<file path="src/rtl/branch_predict_unit.sv">
// branch_predict_unit
//   Branch/jump predictor sitting between fetch and execute. A direct-mapped
//   branch target buffer (BTB) with 2-bit saturating direction counters gives
//   fetch a same-cycle taken/target prediction. The execute stage resolves each
//   control-flow instruction against the prediction it carried down the pipe.
//   A wrong prediction raises a registered one-cycle redirect pulse.
//   Saturating counters track branches and mispredictions.
//
// Ports
//   clock               rising-edge clock
//   reset               asynchronous active-low reset, clears all state
//   fetch_pc            PC being fetched this cycle
//   pred_taken          combinational taken prediction for fetch_pc
//   pred_target         combinational predicted target (0 when not taken)
//   resolve_valid       execute holds a control-flow instruction this cycle
//   resolve_uncond      instruction is an unconditional jump (j/jal/jr)
//   resolve_pc          PC of the resolving instruction
//   resolve_taken       actual direction
//   resolve_target      actual target
//   resolve_pred_taken  prediction carried with the instruction
//   resolve_pred_target predicted target carried with the instruction
//   mispredict          registered one-cycle mispredict pulse
//   redirect_pc         registered correct next PC, valid with mispredict
//   branch_count        saturating count of resolved control-flow instructions
//   mispredict_count    saturating count of mispredictions
module branch_predict_unit #(
  parameter int PC_WIDTH   = 32,
  parameter int INDEX_BITS = 4,
  parameter int TAG_BITS   = 12,
  parameter int CNT_WIDTH  = 16
) (
  input  logic                 clock,
  input  logic                 reset,
  input  logic [PC_WIDTH-1:0]  fetch_pc,
  output logic                 pred_taken,
  output logic [PC_WIDTH-1:0]  pred_target,
  input  logic                 resolve_valid,
  input  logic                 resolve_uncond,
  input  logic [PC_WIDTH-1:0]  resolve_pc,
  input  logic                 resolve_taken,
  input  logic [PC_WIDTH-1:0]  resolve_target,
  input  logic                 resolve_pred_taken,
  input  logic [PC_WIDTH-1:0]  resolve_pred_target,
  output logic                 mispredict,
  output logic [PC_WIDTH-1:0]  redirect_pc,
  output logic [CNT_WIDTH-1:0] branch_count,
  output logic [CNT_WIDTH-1:0] mispredict_count
);

  localparam int DEPTH = 1 << INDEX_BITS;
  localparam logic [CNT_WIDTH-1:0] CNT_MAX = '1;
  localparam logic [1:0] CTR_WEAK_NT = 2'b01;
  localparam logic [1:0] CTR_WEAK_T  = 2'b10;

  // BTB storage, all in flops so every entry can be reset in one cycle
  logic [DEPTH-1:0]    valid_q;
  logic [DEPTH-1:0]    uncond_q;
  logic [1:0]          ctr_q    [DEPTH];
  logic [TAG_BITS-1:0] tag_q    [DEPTH];
  logic [PC_WIDTH-1:0] target_q [DEPTH];

  logic [INDEX_BITS-1:0] fetch_idx;
  logic [TAG_BITS-1:0]   fetch_tag;
  logic                  fetch_hit;

  logic [INDEX_BITS-1:0] res_idx;
  logic [TAG_BITS-1:0]   res_tag;
  logic                  res_hit;
  logic                  res_miss;

  // Only the index and tag fields of the PCs take part in the BTB; the
  // remaining upper bits are intentionally ignored.
  logic unused_pc_bits;
  assign unused_pc_bits = &{1'b0, fetch_pc, resolve_pc};

  assign fetch_idx = fetch_pc[INDEX_BITS-1:0];
  assign fetch_tag = fetch_pc[INDEX_BITS+TAG_BITS-1:INDEX_BITS];
  assign res_idx   = resolve_pc[INDEX_BITS-1:0];
  assign res_tag   = resolve_pc[INDEX_BITS+TAG_BITS-1:INDEX_BITS];

  // Lookup reads the registered contents only, so an update on the same
  // edge is not visible until the following cycle.
  always_comb begin
    fetch_hit   = valid_q[fetch_idx] && (tag_q[fetch_idx] == fetch_tag);
    pred_taken  = fetch_hit && (uncond_q[fetch_idx] || ctr_q[fetch_idx][1]);
    pred_target = pred_taken ? target_q[fetch_idx] : '0;
  end

  // A taken branch with the right direction but a stale target (e.g. a jr
  // whose register changed) still counts as a miss.
  always_comb begin
    res_hit  = valid_q[res_idx] && (tag_q[res_idx] == res_tag);
    res_miss = (resolve_taken != resolve_pred_taken) ||
               (resolve_taken && (resolve_target != resolve_pred_target));
  end

  // BTB update. Direction training uses resolve_taken alone, so an
  // unconditional jump reported as not taken trains as not taken. Not-taken
  // branches that miss in the BTB never allocate, which keeps entries for
  // branches that actually redirect fetch.
  always_ff @(posedge clock or negedge reset) begin
    if (!reset) begin
      valid_q  <= '0;
      uncond_q <= '0;
      for (int i = 0; i < DEPTH; i++) begin
        ctr_q[i]    <= CTR_WEAK_NT;
        tag_q[i]    <= '0;
        target_q[i] <= '0;
      end
    end else if (resolve_valid) begin
      if (res_hit) begin
        uncond_q[res_idx] <= resolve_uncond;
        if (resolve_taken) begin
          target_q[res_idx] <= resolve_target;
          if (ctr_q[res_idx] != 2'b11) begin
            ctr_q[res_idx] <= ctr_q[res_idx] + 2'b01;
          end
        end else if (ctr_q[res_idx] != 2'b00) begin
          ctr_q[res_idx] <= ctr_q[res_idx] - 2'b01;
        end
      end else if (resolve_taken) begin
        valid_q[res_idx]  <= 1'b1;
        uncond_q[res_idx] <= resolve_uncond;
        tag_q[res_idx]    <= res_tag;
        target_q[res_idx] <= resolve_target;
        ctr_q[res_idx]    <= CTR_WEAK_T;
      end
    end
  end

  // Redirect pulse. redirect_pc holds between resolves so flush logic can
  // sample it any time mispredict is high; the fall-through PC wraps.
  always_ff @(posedge clock or negedge reset) begin
    if (!reset) begin
      mispredict  <= 1'b0;
      redirect_pc <= '0;
    end else if (resolve_valid) begin
      mispredict  <= res_miss;
      redirect_pc <= resolve_taken ? resolve_target
                                   : resolve_pc + PC_WIDTH'(1);
    end else begin
      mispredict <= 1'b0;
    end
  end

  // Performance counters stick at all-ones rather than wrapping
  always_ff @(posedge clock or negedge reset) begin
    if (!reset) begin
      branch_count     <= '0;
      mispredict_count <= '0;
    end else if (resolve_valid) begin
      if (branch_count != CNT_MAX) begin
        branch_count <= branch_count + CNT_WIDTH'(1);
      end
      if (res_miss && (mispredict_count != CNT_MAX)) begin
        mispredict_count <= mispredict_count + CNT_WIDTH'(1);
      end
    end
  end

endmodule

</file>
<file path="config.mk">
export PLATFORM = sky130hd
export DESIGN_NAME = branch_predict_unit
export DESIGN_NICKNAME = d
export VERILOG_FILES = /design/src/rtl/branch_predict_unit.sv
export SDC_FILE = /design/constraint.sdc
export NUM_CORES = 1
export LEC_CHECK = 0
export CAP_MARGIN = 40
export CORE_ASPECT_RATIO = 0.7
export CORE_MARGIN = 2
export CORE_UTILIZATION = 50
export CTS_BUF_LIST = sky130_fd_sc_hd__clkbuf_4 sky130_fd_sc_hd__clkbuf_8 sky130_fd_sc_hd__clkbuf_16
export DETAILED_ROUTE_END_ITERATION = 6
export PLACE_DENSITY = 0.71
export SYNTH_ARGS = -nofsm -noshare
export SYNTH_HDL_FRONTEND = slang
export SYNTH_SLANG_ARGS = --single-unit
</file>
<file path="constraint.sdc">
create_clock -name clock -period 5.35 [get_ports clock]
set_clock_uncertainty 0.1 [all_clocks]
set_input_delay 1.3375 -clock clock [delete_from_list [all_inputs] [get_ports clock]]
set_output_delay 1.3375 -clock clock [all_outputs]
set_load 0.03 [all_outputs]
</file>
==> metrics.txt <==
met1 usage=40.27%; fin nets=approximately 3200; GRT Total Usage=28.28%; max-capacitance violation count=0; synthesized flop and latch total=833; via/cell ratio=6.388; RSZ-0062 raised after global routing=true; Final period util=104.9%; post-synth top area share=49.42%; Remaining DRCs=2; initial DRC count=about 2300; Root Buffer=clkbuf_16; critical path endpoint=pred_target[17]; CTS buffer count=83; CTS tree=done; DRT antenna net count=0; crit start category=input port; P_leak=between 20 and 25 nW; Worst-Margin Slew=roughly 1.0 ns; H-tree depth=3; setup ws final=-0.2611 ns; worst rel slew slack=33.11%; DRT Wirelength=119.7 mm; Max Buffers Root-to-Sink=3; PwrDens=365.1 nW/um^2; critical path startpoint=fetch_pc[0]; Fin. Hold Viols=0; fin crit period=5.611 ns; die area=85100 sq um; dominant cell type by area after synthesis=dfrtp_1; WP data required=3.91 ns; ys async rst share=100.0%; die width=347.8 um; layout cells sized above 1=a little under half; YS warnings=0; routability cong.=0.8861; Hold-fix buffers, CTS=0; ys flop type=dfrtp_1; GR Util met2=between 40% and 50%; Cells after Synth=2868; FP Rows=88; r2r endpoint=tag_q[130]; Initial DRT Pass Iterations=7; Mapped Nets=about 3000; worst hold slack=0.4010 ns; Tightest Hold Check Type=flip-flop to flip-flop; wire length per cell=about 28 um; top cells by count, synth=dfrtp_1, mux2_2, mux4_2; I/O Buffers=215; antenna violations before repair=3; largest net degree at the start of global routing=102; grt peak-use layer=met2; failing checks=DRC, setup timing; FF-to-FF Start=tag_q[104]; core box area=82140 sq um; Worst Path Arrival=between 4 and 5 ns; pre-CTS WS=-0.4748 ns; GRT overflow=0; grt met3 use=8.548%; io pins=roughly 230; flop2flop setup slack=1.60 ns; clk sinks=833; vias in the first global route=28491; Die Height=about 240 um; top-count cell post-synth=dfrtp_1; register area share after synthesis=50.43%; Layout area overhead=18.89%; f_max=178.2 MHz; Max Slew Vio Count=0; later-pin clock latency in the skew report=0.66 ns; Synth area leaders=dfrtp_1, mux2_2, mux4_2; Peak VDD IR=236.7 uV; CP endpoint kind=output pin; Reg2Reg Depth=10; synth unique cells=54; Post-Syn Area=41370 sq um; Avg Cell Area, Syn=14.43 sq um; global-route wire length before repair=between 150 and 200 mm; Setup TNS=-5.762 ns; Setup Crit Path Kind=input port to output pin; via count=26918; Starting Density=roughly 50%; Final setup viols=33; DP HPWL=about 78 mm; Post-synth EDFFs=0; Worst Path Max Fanout=8; Worst-path clk slew=~0.06 ns; status=finished, violations left
## layout by cell type, fill, tap and decap left out, types with 12 or more instances in the layout
master | netlist | layout
nor2_1 | 44 | 32
clkinv_2 | 0 | 18
o2111ai_1 | 16 | 16
buf_12 | 0 | 66
nand2_1 | 85 | 81
nor2_4 | 0 | 12
inv_1 | 16 | 15
buf_4 | 17 | 122
and3_1 | 25 | 25
dfstp_2 | 16 | 16
nor2b_4 | 0 | 31
nand3_1 | 26 | 26
mux4_2 | 261 | 261
a22oi_1 | 16 | 16
dfrtp_1 | 817 | 817
a31oi_1 | 12 | 12
nor4_1 | 15 | 12
a21oi_1 | 53 | 53
nand2b_1 | 18 | 18
clkbuf_4 | 0 | 23
o21a_1 | 18 | 18
mux2i_1 | 56 | 56
xor2_1 | 61 | 61
clkdlybuf4s50_1 | 0 | 172
xnor2_1 | 52 | 49
clkbuf_16 | 0 | 89
nor3_1 | 14 | 14
nand4_1 | 20 | 20
clkbuf_8 | 0 | 12
o211ai_1 | 14 | 14
mux2_2 | 750 | 750
buf_6 | 13 | 15
o21ai_0 | 62 | 62
## worst min-delay path by stage
stage                                 from               end  slack [ns]  cells after the start
after detailed placement     target_q[304]     target_q[304]        0.39                      1
after floorplan                valid_q[12]       valid_q[12]        0.35                      1
final                        target_q[309]     target_q[309]        0.40                      1
after CTS                 branch_count[12]  branch_count[12]        0.40                      1
after global placement    branch_count[10]  branch_count[10]        0.38                      1
after global routing           uncond_q[4]       uncond_q[4]        0.41                      1
## worst max-delay path, stage by stage
cell and delay, ns:
clkbuf_16 0.14, buf_8 0.14, clkbuf_16 0.15, mux4_2 0.53, mux4_2 0.52, xor2_1 0.17, nor4_2 0.26, nand4_1 0.18
buf_12 0.21, buf_12 0.17, nor2b_4 0.20, buf_12 0.14
## what timing repair did
action	4_1_cts	5_1_grt
cloned	2	3
pin swaps	4	3
setup endpoints to repair	33	33
endpoints found under the hold margin	0	0
setup buffers	6	2
resized for setup	13	20
## stage by stage
| stage | instances | area [sq um] | util, % | total power [mW] |
|---|---|---|---|---|
| 2_1_floorplan | 2868 | 41650 | - | 10.49 |
| 3_3_place_gp | 4045 | 45910 | 55.90 | 11.52 |
| 3_5_place_dp | 4046 | 45940 | 55.93 | 11.79 |
| 4_1_cts | 4208 | 49010 | 59.66 | 17.99 |
| 5_1_grt | 4214 | 49190 | 59.88 | 18.64 |
| 6_report | 4214 | 49190 | 59.88 | 17.96 |
## layout make-up
| type | count | area [sq um] |
|---|---|---|
| fillers | 6053 | 32950 |
| flip-flops and latches | 833 | 20870 |
| clock buffers | 121 | 2490 |
| clock inverters | 33 | 411.6 |
| repair buffers | 392 | 4431 |
| well taps | 1080 | 1351 |
| diodes | 1 | 2.502 |
| inverters | 16 | 63.81 |
| multi-input cells | 1738 | 19570 |
## flip-flops by register name (all words and copies together) (netlist names)
register          cells
ctr_q                32
mispredict            1
valid_q              16
tag_q               192
target_q            512
redirect_pc          32
uncond_q             16
branch_count         16
mispredict_count     16
## kinds of logic after synthesis
logic type               synth area share, %
flip-flops                             50.43
XOR/XNOR                               2.392
AND/OR/NAND/NOR                        4.343
multiplexers                           36.00
buffers and inverters                  3.169
adder cells (fa/ha/maj)               0.2420
AO/OA/AOI/OAI                          3.417
## report_power, final
group / internal [mW] / leakage [nW] / switching [mW] / total [mW]
Clock: 3.64 / 1.46 / 2.55 / 6.19
Sequential: 7.47 / 10.6 / 0.749 / 8.22
Combinational: 2.05 / 9.19 / 1.49 / 3.54
Total: 13.2 / 21.2 / 4.79 / 18.0
## layer usage
layer / part of all wire [%] / vias to the layer above
met2: 44 / 1209
met1: 43 / 14434
met5: 0 / -
li1: - / 11078
met3: 10 / 197
met4: 2.4 / 0
Note: power is estimated with default switching activity, not from simulation.
